`src/rtl/seq_detect_prog.sv`:
```
// Runtime-programmable serial pattern detector with overlap control and a
// saturating match counter. Out of reset it detects 1011 in non-overlapping mode.
module seq_detect_prog #(
  parameter int MAX_LEN = 8,
  parameter int CNT_W   = 16,
  parameter int LEN_W   = $clog2(MAX_LEN+1)
) (
  input  logic               clk_i,
  input  logic               reset_ni,
  input  logic               cfg_we_i,
  input  logic [MAX_LEN-1:0] cfg_pattern_i,
  input  logic [LEN_W-1:0]   cfg_len_i,
  input  logic               cfg_overlap_i,
  output logic               cfg_err_o,
  input  logic               inp_valid_i,
  input  logic               inp_bit_i,
  input  logic               clr_count_i,
  output logic               seq_seen_o,
  output logic [CNT_W-1:0]   match_count_o,
  output logic               count_sat_o
);

  localparam logic [LEN_W-1:0]   FULL    = LEN_W'(MAX_LEN);
  localparam logic [LEN_W-1:0]   RST_LEN = LEN_W'(4);
  localparam logic [MAX_LEN-1:0] RST_PAT = MAX_LEN'(4'b1011);
  localparam logic [CNT_W-1:0]   CNT_MAX = '1;

  logic [MAX_LEN-1:0] pat_q, pat_d, hist_q, hist_d, hist_nx;
  logic [LEN_W-1:0]   len_q, len_d, fill_q, fill_d, fill_nx;
  logic               ovl_q, ovl_d, seen_q, seen_d, err_q, err_d, sat_q, sat_d;
  logic [CNT_W-1:0]   cnt_q, cnt_d, cnt_base;
  logic [MAX_LEN-1:0] bit_ok;
  logic               cfg_ok, accept, match;

  // A legal write owns the cycle; a rejected one lets the data bit through.
  assign cfg_ok  = cfg_we_i && (cfg_len_i != '0) && (cfg_len_i <= FULL);
  assign accept  = inp_valid_i && !cfg_ok;
  assign hist_nx = accept ? {hist_q[MAX_LEN-2:0], inp_bit_i} : hist_q;
  assign fill_nx = (accept && (fill_q != FULL)) ? fill_q + LEN_W'(1) : fill_q;

  // Positions at or above len are don't-care.
  for (genvar i = 0; i < MAX_LEN; i++) begin : g_cmp
    assign bit_ok[i] = (LEN_W'(i) >= len_q) || (hist_nx[i] == pat_q[i]);
  end

  assign match = accept && (fill_nx >= len_q) && (&bit_ok);

  always_comb begin
    pat_d  = pat_q;
    len_d  = len_q;
    ovl_d  = ovl_q;
    hist_d = hist_nx;
    fill_d = (match && !ovl_q) ? '0 : fill_nx;
    seen_d = match;
    err_d  = cfg_we_i && !cfg_ok;
    if (cfg_ok) begin
      pat_d  = cfg_pattern_i;
      len_d  = cfg_len_i;
      ovl_d  = cfg_overlap_i;
      hist_d = '0;
      fill_d = '0;
    end
    // Clear first, then count, so clear+match lands on 1.
    cnt_base = clr_count_i ? '0 : cnt_q;
    cnt_d    = (match && (cnt_base != CNT_MAX)) ? cnt_base + CNT_W'(1) : cnt_base;
    sat_d    = (cnt_d == CNT_MAX);
  end

  always_ff @(posedge clk_i or negedge reset_ni) begin
    if (!reset_ni) begin
      pat_q  <= RST_PAT;
      len_q  <= RST_LEN;
      ovl_q  <= 1'b0;
      hist_q <= '0;
      fill_q <= '0;
      seen_q <= 1'b0;
      err_q  <= 1'b0;
      cnt_q  <= '0;
      sat_q  <= 1'b0;
    end else begin
      pat_q  <= pat_d;
      len_q  <= len_d;
      ovl_q  <= ovl_d;
      hist_q <= hist_d;
      fill_q <= fill_d;
      seen_q <= seen_d;
      err_q  <= err_d;
      cnt_q  <= cnt_d;
      sat_q  <= sat_d;
    end
  end

  assign seq_seen_o    = seen_q;
  assign cfg_err_o     = err_q;
  assign match_count_o = cnt_q;
  assign count_sat_o   = sat_q;

endmodule
```
`config.mk`:
```
export PLATFORM = sky130hd
export DESIGN_NAME = seq_detect_prog
export DESIGN_NICKNAME = d
export VERILOG_FILES = /design/src/rtl/seq_detect_prog.sv
export SDC_FILE = /design/constraint.sdc
export NUM_CORES = 1
export LEC_CHECK = 0
export CORE_MARGIN = 2
export CORE_UTILIZATION = 49
export DETAILED_ROUTE_END_ITERATION = 10
export GPL_TIMING_DRIVEN = 0
export PLACE_DENSITY = 0.73
export SETUP_SLACK_MARGIN = 0.1
export SKIP_LAST_GASP = 1
export SYNTH_ARGS = -nofsm -noshare
export SYNTH_HDL_FRONTEND = slang
export SYNTH_SLANG_ARGS = --single-unit
```
`constraint.sdc`:
```
create_clock -name clk_i -period 3.6 [get_ports clk_i]
set_input_delay 0.72 -clock clk_i [delete_from_list [all_inputs] [get_ports clk_i]]
set_output_delay 0.72 -clock clk_i [all_outputs]
set_load 0.02 [all_outputs]
```
==> impl_metrics.csv, run 1 <==
group,metric,value,unit
detailed_routing,drt_iter0_markers,133,
global_routing,antenna_found_initial,0,
yosys,synth_flop_cell,"dfrtp_1",
timing,drv_slew,0,
timing,timing.setup.tns,-0.578,ns
status,violations,"setup timing",
placement,placed_area,3000,µm²
yosys,syn-cell-area,2480,µm²
setup_path,crit_required,3.80,ns
setup_path,cp-start-kind,"primary input",
yosys,synth_area_per_cell,9.97,µm²
die,design.die.area,5650,µm²
die,rows,25,
detailed_routing,drt_pass1_iterations,4,
yosys,syn-num-nets,275,
detailed_routing,wl,6.26,mm
yosys,synth_top_area_cell,"dfrtp_1",
setup_path,worstSetupPathType,"in2reg",
layout,drive_above_1_share,0.330,
timing,skew,0.0115,ns
timing,max_freq,256,MHz
placement,hpwl,4.02,mm
yosys,synth_top_area_frac,0.393,
detailed_routing,drt-wirelength-per-cell,16.4,µm
die,die-width,75.2,µm
die,core,4820,µm²
layout,final_area,3550,µm²
detailed_routing,drtAntennaViolNets,0,
yosys,synth.distinct_cells,51,
power_and_ir_drop,p_leak,1.52,nW
yosys,synth_edf_count,0,
placement,place_inst,352,
detailed_routing,vias,2123,
yosys,synth_xor_area_frac,0.0670,
global_routing,overflow,0,
die,dieHeight,75.2,µm
yosys,synth_compound_area_frac,0.121,
timing,tightestPinTransition,0.648,ns
layout,syn_to_final_growth,43.1,%
global_routing,grt_pass1_vias,2042,
clock_network,clock-sinks,43,
timing,finalCritPeriodShare,1.08,
status,status,"complete, but fails checks",
flow_run,maxCapViolations,0,
clock_network,cts-root-buf,"clkbuf_8",
yosys,synth_adder_area_share,0.0353,
yosys,synthSimpleGateAreaFrac,0.220,
placement,place_congestion,0.809,
yosys,synthMuxAreaShare,0.0912,
clock_network,clk_latency,0.29,ns
timing,max-slew-margin-rel,0.567,
yosys,synthTopCellsByCount,"39 x dfrtp_1, 22 x nor2_1, 16 x nand2_1",
min_path,hold_class,"in2async",
layout,fin_cells,382,
die,start_util,0.516,
yosys,synth_cells,249,
clock_network,numCtsBuffers,5,
clock_network,cts_tree,"done",
global_routing,grt_usage,0.228,
yosys,yosysMostFrequentCell,"dfrtp_1",
setup_path,r2r_slack,0.06,ns
global_routing,grt_pass1_wl,9.76,mm
detailed_routing,drc,0,
layout,multi_input_area,1630,µm²
timing,final_hold_viol_count,0,
clock_network,clkTransAtPathRegs,0.09,ns
layout,nNetsFinal,340,
yosys,synth_seq_cells,43,
yosys,synthTopCellsByArea,"dfrtp_1 39%, mux2_2 5.9%, dfstp_2 4.2%",
layout,insertedDiodeCount,0,
placement,port_buffers,35,
yosys,synth_top_family_by_area,"simple AND/OR/NAND/NOR gates",
yosys,ys_warn_count,0,
power_and_ir_drop,ir_worst_vdd,0.285,mV
timing,worst_slack,-0.303,ns
clock_network,cts_max_level,2,
power_and_ir_drop,p_per_area,379,nW/µm²
layout,final-seq-area,1080,µm²
timing,setup_viol,7,
setup_path,worstPathMaxFanout,5,
yosys,synth_seq_area_share,0.435,
timing,hold_ws,0.398,ns
detailed_routing,avgViaCountPerCell,5.56,
yosys,async_reset_ff_frac,1.00,
timing,period_minus_slack,3.90,ns
setup_path,endpoint_kind,"flop",
layout,fill_cells,355,
global_routing,grt_max_degree,25,
die,ios,38,
timing,rsz0062_at_grt,"true",
clock_network,clock_path_buffers,2,
setup_path,critPathArrivalTime,4.10,ns
[layout by cell type, fill, tap and decap left out, types with 4 or more instances in the layout]
cell and count:
dfrtp_1 39, clkdlybuf4s50_1 30, buf_4 19, nor2_1 18, nand2_1 15, inv_1 11
mux2_2 11, nor2b_1 10, mux2i_1 8, nand2b_1 8, a21oi_1 8, nand3_1 7
xor2_1 7, xnor2_1 7, clkbuf_1 6, o21ai_0 6, clkbuf_8 5, buf_6 5
nand4_1 4, dfstp_2 4
[stage by stage]
step           power [mW]   util  worst slack (ns)
6_report             1.35  0.738            -0.303
5_1_grt              1.42  0.738            -0.465
4_1_cts              1.31  0.693            -0.241
3_5_place_dp        0.879  0.623             -1.10
3_3_place_gp        0.864  0.618             -1.10
2_1_floorplan       0.782      -            -0.217
[cell type report]
type	instances	area share
multi-input combinational	186	0.458
timing repair buffer	58	0.157
clock buffer	7	0.0215
clock inverter	1	0.00845
sequential	43	0.304
inverter	12	0.0127
tap	67	0.0236
buffer	8	0.0141
[logic make-up after synthesis]
kind of cell             after synthesis
AND/OR/NAND/NOR                       97
flip-flops                            43
AO/OA/AOI/OAI                         42
multiplexers                          21
buffers and inverters                 20
XOR/XNOR                              19
adder cells (fa/ha/maj)                7
[critical path: stages]
cell       delay (ns)
buf_8            0.10
or4_4            0.56
a31oi_4          0.22
o21ai_4          0.11
mux2_4           0.34
ha_4             0.27
nand2_2          0.04
o21ai_2          0.12
o21ai_2          0.08
nor4_4           0.36
nand4_4          0.14
buf_4            0.16
or4_4            0.42
a21oi_4          0.16
o2111ai_2        0.14
nor3_2           0.14
[power by group]
part	switching, mW	internal, mW
registers	0.0486	0.533
clock network	0.154	0.208
logic	0.201	0.202
total	0.404	0.943
[final timing paths]
path,start,end,depth (start not counted)
max,cfg_len_i[0],count_sat_o,16
min,reset_ni,len_q[1],1
max reg2reg,fill_q[0],count_sat_o,16
min reg2reg,hist_q[0],hist_q[0],2
max in group asynchronous,reset_ni,len_q[2],2
min in group clk_i,hist_q[0],hist_q[0],2
[what timing repair did]
action	4_1_cts	5_1_grt
gates resized for setup	50	33
setup endpoints to repair	22	20
setup buffers	14	8
hold buffers	0	0
gates cloned	0	0
pin swaps	15	23
[sequential cells by signal (all words and copies together) (netlist names)]
signal	cells
ovl_q	1
hist_q	7
count_sat_o	1
fill_q	4
pat_q	8
cfg_err_o	1
match_count_o	16
seq_seen_o	1
len_q	4
[layer usage]
metal  up-vias  GRT usage  share of wire
met5         -          0              0
met4         0     0.0526         0.0098
met3         6     0.0428          0.050
met2        59      0.355           0.49
met1      1043      0.333           0.45
li1       1015          -              -
(Power assumes the default switching activity.)
==> run 2, diff against run 1 <==
CORE_MARGIN = 1.5   (was 2)
==> impl_metrics.csv, run 2 (same netlist as run 1, synthesis figures left out) <==
group,metric,value,unit
timing,skew,0.00298,ns
setup_path,worstSetupPathType,"in2reg",
detailed_routing,drt-wirelength-per-cell,16.2,µm
detailed_routing,vias,2110,
timing,finalCritPeriodShare,1.05,
timing,tightestPinTransition,0.682,ns
die,ios,38,
clock_network,cts_max_level,2,
placement,placed_area,2990,µm²
layout,syn_to_final_growth,41.3,%
die,rows,25,
clock_network,clock_path_buffers,2,
global_routing,antenna_found_initial,0,
global_routing,grt_usage,0.224,
status,status,"complete, but fails checks",
timing,rsz0062_at_grt,"true",
power_and_ir_drop,p_per_area,373,nW/µm²
die,core,4820,µm²
placement,port_buffers,35,
layout,final_common_cell,"dfrtp_1",
placement,preCtsSetupSlack,-1.09,ns
layout,largest_reg_flops,16,
detailed_routing,wl,6.14,mm
clock_network,clkTransAtPathRegs,0.09,ns
timing,drv_slew,0,
timing,setup_viol,5,
layout,finish.utilization,0.729,
timing,max_freq,264,MHz
setup_path,worstPathMaxFanout,4,
global_routing,grt_pass1_wl,9.27,mm
timing,worst_slack,-0.194,ns
setup_path,worst-r2r-cell-count,16,
layout,final_area,3510,µm²
placement,hpwl,3.93,mm
layout,nNetsFinal,338,
setup_path,cp.depth,16,
status,violations,"setup timing",
die,dieHeight,74.2,µm
setup_path,critPathMaxStageDelay,0.57,ns
clock_network,cts_tree,"done",
layout,fill_cells,364,
global_routing,grt_max_degree,26,
global_routing,overflow,0,
die,design.die.area,5500,µm²
detailed_routing,drt_pass1_iterations,4,
clock_network,clock-sinks,43,
power_and_ir_drop,ir_worst_vdd,0.270,mV
layout,drive_above_1_share,0.310,
setup_path,crit_chain,"buf_8 > or4_4 > a31oi_4 > o21ai_4 > mux2_4 > ha_4 > nand2_2 > o21ai_2 > o21ai_2 > nor4_4 > nand4_4 > buf_6 > nor3_4 > xor2_1 > nand4_1 > nor3_2",
setup_path,cp-start-kind,"primary input",
setup_path,cpMostUsedCell,"o21ai_2",
clock_network,cts-root-buf,"clkbuf_8",
detailed_routing,drtAntennaViolNets,0,
die,die-width,74.2,µm
setup_path,critPathTopFamily,"simple AND/OR/NAND/NOR gates",
timing,max-slew-margin-rel,0.544,
setup_path,slowest_stage,"or4_4",
timing,final_hold_viol_count,0,
detailed_routing,avgViaCountPerCell,5.55,
clock_network,numCtsBuffers,5,
placement,place_congestion,0.845,
layout,layout_common_cells,"39 x dfrtp_1, 30 x clkdlybuf4s50_1, 20 x nor2_1",
setup_path,endpoint_kind,"flop",
flow_run,maxCapViolations,0,
global_routing,grt_pass1_vias,1934,
die,start_util,0.516,
power_and_ir_drop,p_leak,1.50,nW
detailed_routing,drc,0,
clock_network,clk_latency,0.31,ns
setup_path,critPathArrivalTime,4.03,ns
detailed_routing,drt_iter0_markers,85,
setup_path,path_buf_inv,2,
min_path,hold_class,"in2async",
layout,insertedDiodeCount,0,
setup_path,crit_required,3.83,ns
timing,period_minus_slack,3.79,ns
-- run 2: cell count changes in the layout (fill, tap and decap cells not counted), sizes merged --
cell | previous run | this run
inv | 12 | 15
buf | 30 | 28
clkbuf | 13 | 11
bufinv | 1 | 0
-- run 2: layout make-up --
class                           instances  area [µm²]  area share
Timing Repair Buffer                   56         537       0.153
Inverter                               12        45.0      0.0128
Sequential cell                        43        1080       0.308
Clock inverter                          3        26.3     0.00749
Buffer                                  8        55.1      0.0157
Multi-Input combinational cell        186        1610       0.460
Tap cell                               67        83.8      0.0239
Clock buffer                            5        68.8      0.0196
-- run 2: per-layer routing --
| metal | track usage | vias up | share of wire |
|---|---|---|---|
| met5 | 0 | - | 0 |
| met4 | 0.0700 | 0 | 0.011 |
| met3 | 0.0515 | 8 | 0.054 |
| met2 | 0.335 | 60 | 0.47 |
| met1 | 0.321 | 1037 | 0.47 |
| li1 | - | 1005 | - |
-- run 2: path summary, 6_finish.rpt --
check / from / to / slack (ns)
setup reg to reg: fill_q[0] / count_sat_o / 0.25
setup / recovery: cfg_len_i[1] / count_sat_o / -0.19
min in group clk_i: pat_q[6] / pat_q[6] / 0.54
hold / removal: reset_ni / cfg_err_o / 0.35
max in group asynchronous: reset_ni / len_q[2] / 2.69
hold reg to reg: pat_q[6] / pat_q[6] / 0.54
-- run 2: where the power goes --
| part | switching [mW] | total, mW | internal (mW) | leakage [nW] |
|---|---|---|---|---|
| Clock | 0.189 | 0.333 | 0.144 | 0.0495 |
| Sequential | 0.0486 | 0.581 | 0.532 | 0.562 |
| Combinational | 0.197 | 0.394 | 0.197 | 0.886 |
-- run 2: what timing repair did --
action,4_1_cts,5_1_grt
resized for setup,37,44
setup endpoints to repair,22,20
hold buffers,0,0
pin swaps,11,20
setup buffers,7,13
-- run 2: stage by stage --
step           TNS (ns)  cells  power, mW  hold WS, ns
2_1_floorplan    -0.321    249      0.782        0.424
3_3_place_gp     -15.75    351      0.865        0.503
3_5_place_dp     -15.64    352      0.874        0.515
4_1_cts          -0.272    367       1.24        0.362
5_1_grt           -1.79    380       1.39        0.373
6_report         -0.553    380       1.31        0.351
